**config.mk**
```make
export PLATFORM = sky130hd
export DESIGN_NAME = tick_timeout_timer
export DESIGN_NICKNAME = d
export VERILOG_FILES = /design/src/rtl/timer_pkg.sv /design/src/rtl/tick_timeout_timer.sv
export SDC_FILE = /design/constraint.sdc
export NUM_CORES = 1
export LEC_CHECK = 0
export ABC_AREA = 0
export BUFFER_PORTS_ARGS = -buffer_cell sky130_fd_sc_hd__buf_2
export CAP_MARGIN = 10
export CORE_ASPECT_RATIO = 0.75
export CORE_MARGIN = 2
export CORE_UTILIZATION = 38
export DETAILED_ROUTE_END_ITERATION = 10
export PLACE_DENSITY = 0.55
export SLEW_MARGIN = 20
export SYNTH_ARGS = -nofsm -noshare
export SYNTH_HDL_FRONTEND = slang
export SYNTH_SLANG_ARGS = --single-unit
```
**constraint.sdc**
```tcl
create_clock -name clk -period 2.6 [get_ports clk]
set_clock_uncertainty 0.05 [all_clocks]
set_input_delay 0.13 -clock clk [delete_from_list [all_inputs] [get_ports clk]]
set_output_delay 0.13 -clock clk [all_outputs]
set_load 0.01 [all_outputs]
```
**src/rtl/timer_pkg.sv**
```systemverilog
// Shared definitions for the tick-driven timers in the Morse game timing chain.
// Terminal constants assume a 100 ms upstream tick.
package timer_pkg;

  typedef enum logic [1:0] {
    IDLE  = 2'd0,
    RUN   = 2'd1,
    PAUSE = 2'd2,
    DONE  = 2'd3
  } timer_state_t;

  localparam logic MODE_ONESHOT  = 1'b0;
  localparam logic MODE_PERIODIC = 1'b1;

  localparam int TERM_500MS = 5;
  localparam int TERM_1S    = 10;
  localparam int TERM_5S    = 50;
  localparam int TERM_10S   = 100;

endpackage

```
**src/rtl/tick_timeout_timer.sv**
```systemverilog
// Tick-counting timeout timer: counts prescaler ticks while running and
// pulses timeout after a terminal count latched at start. One-shot mode
// parks in DONE with done held high; periodic mode wraps and keeps running.
module tick_timeout_timer
  import timer_pkg::*;
#(
  parameter int CNT_W    = 8,
  parameter int DEF_TERM = TERM_5S
) (
  input  logic             clk,
  input  logic             rst,
  input  logic             tick_in,
  input  logic             start,
  input  logic             pause,
  input  logic             clear,
  input  logic [CNT_W-1:0] term_in,
  input  logic             mode_in,
  output logic             timeout,
  output logic             done,
  output logic             busy,
  output logic [CNT_W-1:0] count
);

  localparam logic [CNT_W-1:0] DEF_TERM_V = CNT_W'(DEF_TERM);
  localparam logic [CNT_W-1:0] ONE        = CNT_W'(1);
  localparam logic [CNT_W-1:0] ZERO       = '0;

  timer_state_t     state;
  logic [CNT_W-1:0] term_q;
  logic             mode_q;

  // Control state, counter and all outputs; clear beats start beats pause beats tick.
  always_ff @(posedge clk or negedge rst) begin
    if (!rst) begin
      state   <= IDLE;
      count   <= ZERO;
      term_q  <= DEF_TERM_V;
      mode_q  <= MODE_ONESHOT;
      timeout <= 1'b0;
      done    <= 1'b0;
      busy    <= 1'b0;
    end else begin
      timeout <= 1'b0;
      if (clear) begin
        state <= IDLE;
        count <= ZERO;
        done  <= 1'b0;
        busy  <= 1'b0;
      end else if (start) begin
        state  <= RUN;
        count  <= ZERO;
        term_q <= (term_in == ZERO) ? DEF_TERM_V : term_in;
        mode_q <= mode_in;
        done   <= 1'b0;
        busy   <= 1'b1;
      end else begin
        case (state)
          RUN: begin
            if (pause) begin
              state <= PAUSE;
            end else if (tick_in) begin
              if (count == term_q - ONE) begin
                count   <= ZERO;
                timeout <= 1'b1;
                if (mode_q == MODE_ONESHOT) begin
                  state <= DONE;
                  done  <= 1'b1;
                  busy  <= 1'b0;
                end
              end else begin
                count <= count + ONE;
              end
            end
          end
          PAUSE: begin
            if (!pause) begin
              state <= RUN;
            end
          end
          default: begin
          end
        endcase
      end
    end
  end

endmodule

```
Word-level counts from Yosys, hierarchy flattened

Index checks and enable logic that the tools add are counted.
Widths: inputs -> output; s select.

Logic and storage cells: 63
Register bits: 22
Input port bits: 15
Output and inout port bits: 11

Multiplexer cells: 35
Reductions and logical operators: 9
Add/subtract/negate cells: 2
Eq/ne operators: 9
Bitwise gates (word level): 1

Operators with widths:

| kind                | number |
|---|---|
| $mux 8              | 7 |
| $mux 1              | 20 |
| $ne 5x5->1 const B  | 3 |
| $mux 2              | 7 |
| $reduce_and 5->1    | 2 |
| $reduce_bool 3->1   | 3 |
| $add 8x1->8 const B | 1 |
| $eq 8x8->1          | 1 |
| $logic_not 8->1     | 1 |
| $sub 8x1->8 const B | 1 |
| $ne 4x4->1 const B  | 1 |
| $pmux 2 s2          | 1 |
| $reduce_bool 4->1   | 1 |
| $ne 3x2->1 const B  | 1 |
| $ne 3x3->1 const B  | 1 |
| $reduce_and 3->1    | 1 |
| $eq 2x1->1 const B  | 1 |
| $eq 2x2->1 const B  | 1 |
| $reduce_and 2->1    | 1 |
| $not 1->1           | 1 |

Longest topological paths before layout

Word-level depth: 8
Gate-level depth with buffers: 9
Gate-level depth less buffers: 8

Least setup slack after synthesis

No wires, ideal clock.

Path kind: reg-to-reg
From: reg term_q[0]
To: reg state[0]
Path slack: 0.197 ns
Period minus slack after synthesis: 2.403 ns
Buffers on the path: 0
Library setup time: 0.128 ns
Arrival time: 2.226 ns
Data required time: 2.422 ns
Stages on the path, launching flop included: 9
Path through: dfrtp_1 > inv_1 > ha_1 > or3b_4 > nor4_2 > o2111ai_1 > a311o_2 > o21ai_1 > mux2_1

Cells in the longest elaborated chain, start to end: 4

Ends and longest elaborated chain:

| element                    | line                     | source |
|---|---|---|
| from (decl)                | tick_timeout_timer.sv:29 | `logic [CNT_W-1:0] term_q;` |
| from (signal assigned)     | tick_timeout_timer.sv:52 | `term_q <= (term_in == ZERO) ? DEF_TERM_V : term_in;` |
| $sub 8x1->8                | tick_timeout_timer.sv:62 | `if (count == term_q - ONE) begin` |
| $eq 8x8->1                 | tick_timeout_timer.sv:62 |  |
| $ne 5x5->1 (no line)       | n/a                      |  |
| $reduce_and 5->1 (no line) | n/a                      |  |
| to (signal assigned)       | tick_timeout_timer.sv:60 | `state <= PAUSE;` |
| to (signal assigned)       | tick_timeout_timer.sv:66 | `state <= DONE;` |
| to (signal assigned)       | tick_timeout_timer.sv:77 | `state <= RUN;` |
| to (decl)                  | tick_timeout_timer.sv:28 | `timer_state_t state;` |

No other way between the ends.
A chain may end at the register's enable or synchronous reset.

Worst setup path in the final report

Ends and elaborated chain as after synthesis.

==> summary.txt <==
Max-Cap Viols: 0
leak pwr: 0.692 nW
commonest non-fill, non-tap cell in the layout: buf_2
total gr overflow: 0
Pre-Repair DR Iteration Count: 4
CTS tree: yes
CTS Hold Buffers Added: 1
antenna violations before repair: 0
Worst-Margin Slew: 0.519 ns
Crit Path Max Fanout: 4
DR iter-0 viols: 47
worst vdd ir: 0.223 mV
GPL Wtd Cong: 0.788
via count: 1197
pwr/cell area: 500 nW/um2
CP Data Required Time: 2.70 ns
final hold viol count: 0
Clk pin slew, worst setup/hold paths: 0.08 ns
highest metal used: met4
Post-Synthesis Cell Area: 1340 um2
Avg Cell Area, Syn: 9.18 um2
DR vias/cell: 5.57
main combinational cell family by area after synthesis: simple AND/OR/NAND/NOR gates
Initial Util: 40.2%
std cell rows: 18
Post-Syn Instances: 146
dpl cells: 210
final-stage net count: 195
Hold Path Class: input pin to flip-flop
DRC viols: 0
Clock power frac: 30.9%
Flop pwr share: 50.9%
Combinational Power Share: 18.3%
post-layout util: 47.7%
WL met2: 1390 um
CTS H-tree lvls: 1
synthesis-to-finish area growth: 18.7%
sw frac: 27.4%
Seq/Total Area, Yosys: 41.4%
largest net degree at the start of global routing: 23
Sw Pwr: 0.218 mW
max incr delay on CP: 0.41 ns
CTS buffer count: 3
Filler cells: 329
worst setup path class: flip-flop to flip-flop
Fin Setup TNS: 0 ns
CP Capture Type: flip-flop
Final Setup Violations: 0
per-cell routed wire length: 14.5 um
RSZ-0062 raised after global routing: false
Die Y: 55.4 um
first-pass GRT wire length: 5420 um
CP arrival: 2.56 ns
post-synthesis xor/xnor area fraction: 4.58%
Sinks on Clock Net: 22
CTS Root Buffer Type: clkbuf_8
layout cell share with drive strength beyond 1: 27.4%
Core Area: 3330 um2
most frequent cells in the layout: buf_2, dfrtp_1, nand2_1, nand3_1, inv_1
Final Cycle Share: 94.7%
HPWL Detailed: 2350 um
final instance area: 1590 um2
count of input and output buffers: 25
Synth Net Count: 165
Post-CTS Resized: 0
crit path max-delay cell type: or3b_4
Post-Synth Simple-Gate Area: 25.9%
num ports: 26
Post-CTS Setup Repair Bufs: 0
CP startpoint kind: flip-flop
met3 WL: 198 um
fmax: 406 MHz
yosys warns: 0
Critical Path, Cell by Cell: inv_1, ha_1, or3b_4, nor4_2, o2111ai_1, a311o_2, o21ai_1, mux2_1
run status: finished, final reports clean
post-synthesis adder-cell area fraction: 3.73%
M1 WL: 1500 um
#FFs+latches synth: 22
Placement Cell Area: 1530 um2
Die ar.: 4020 um2
Synth cell types: 39
max_slew headroom: 65.4%
mux cell area share after synthesis: 5.88%
Slew Viols, Final: 0
Int Pwr: 0.577 mW
Non-Filler Instances: 215
Final ANT Viol Nets: 0
clk_lat worst skew: 0.26 ns
WL final: 3130 um
GRT Total Usage: 17.1%
clk buf depth: 2
ant diodes: 0
DIE WIDTH: 72.6 um
vias in the first global route: 1180
crit path time final: 2.46 ns
Compound-Gate Fraction of Synth Area: 14.3%
[path summary, 6_finish.rpt]
path / to / from / cells after the start / slack, ns
setup / recovery: state[0] / term_q[0] / 8 / 0.14
hold / removal: busy / clear / 2 / 0.007
setup reg to reg: state[0] / term_q[0] / 8 / 0.14
hold reg to reg: done / done / 2 / 0.46
max in group asynchronous: term_q[4] / rst / 2 / 1.82
min in group asynchronous: state[1] / rst / 2 / 0.32
[registers in the layout, summed over array words and instances, names as in the netlist]
name	count
count	8
term_q	8
state	2
busy	1
done	1
mode_q	1
timeout	1
[synthesized netlist by cell type, drive strengths merged]
master	number	area, um2
o31a	1	8.76
nor2	8	30.0
mux2	7	78.8
buf	1	5.00
o21ai	4	20.0
a311o	1	11.3
or2	3	18.8
a21o	2	15.0
nor2b	2	12.5
o22a	3	26.3
inv	10	37.5
a2111oi	1	8.76
o2111ai	1	8.76
nor4	3	40.0
clkbuf	4	15.0
a21oi	6	30.0
nand4	2	12.5
dfrtp	19	475
o211ai	1	7.51
nand2	15	56.3
a31oi	6	37.5
xor2	4	35.0
dfstp	3	78.8
or3	1	6.26
nand3b	2	15.0
xnor2	3	26.3
ha	4	50.1
nor3	8	40.0
or4	2	15.0
a32oi	1	8.76
a211o	1	8.76
nand2b	3	18.8
nor3b	2	15.0
nand3	11	55.1
or3b	1	11.3
[layout make-up]
type	count	area, um2	area share, %
clock buffer	4	55.1	3.46
timing repair buffer	30	165	10.4
multi-input combinational	109	728	45.8
inverter	10	37.5	2.36
sequential	22	554	34.9
tap	40	50.0	3.15
[metal layers]
| metal | up-vias | global-route usage [%] |
|---|---|---|
| met2 | 39 | 27.5 |
| met4 | 0 | 4.23 |
| met5 | - | 0 |
| met3 | 4 | 4.20 |
| met1 | 571 | 23.0 |
| li1 | 583 | - |
[stage by stage]
step | hold WS [ns] | power [mW] | setup slack [ns]
after global placement | 0.0813 | 0.550 | 0.213
after CTS | 0.00458 | 0.806 | 0.140
after detailed placement | 0.0865 | 0.555 | 0.168
final | 0.00698 | 0.795 | 0.138
after floorplan | -0.216 | 0.502 | 0.197
after global routing | 0.00675 | 0.843 | 0.00775
[critical path, delay by kind of cell (launching register included)]
family | cells | cell delay [ns]
flip-flops | 1 | 0.38
AO/OA/AOI/OAI | 3 | 0.76
adder cells (fa/ha/maj) | 1 | 0.19
buffers and inverters | 1 | 0.07
AND/OR/NAND/NOR | 2 | 0.56
multiplexers | 1 | 0.34
[power by group through the flow]
stage                     Clock, mW  Combinational (mW)  Sequential, mW
after CTS                     0.255               0.146           0.405
after detailed placement          0               0.144           0.411
after global placement            0               0.140           0.410
final                         0.246               0.145           0.404
after floorplan                   0              0.0974           0.405
after global routing          0.269               0.164           0.410
[cells by family after synthesis]
logic type | Yosys count
adders and majority gates | 4
muxes | 7
AOI/OAI and AO/OA | 28
and+or+nand+nor | 63
xor gates and xnor gates | 7
DFF | 22
buffers and inverters | 15
Power figures use the tool's default switching activity.
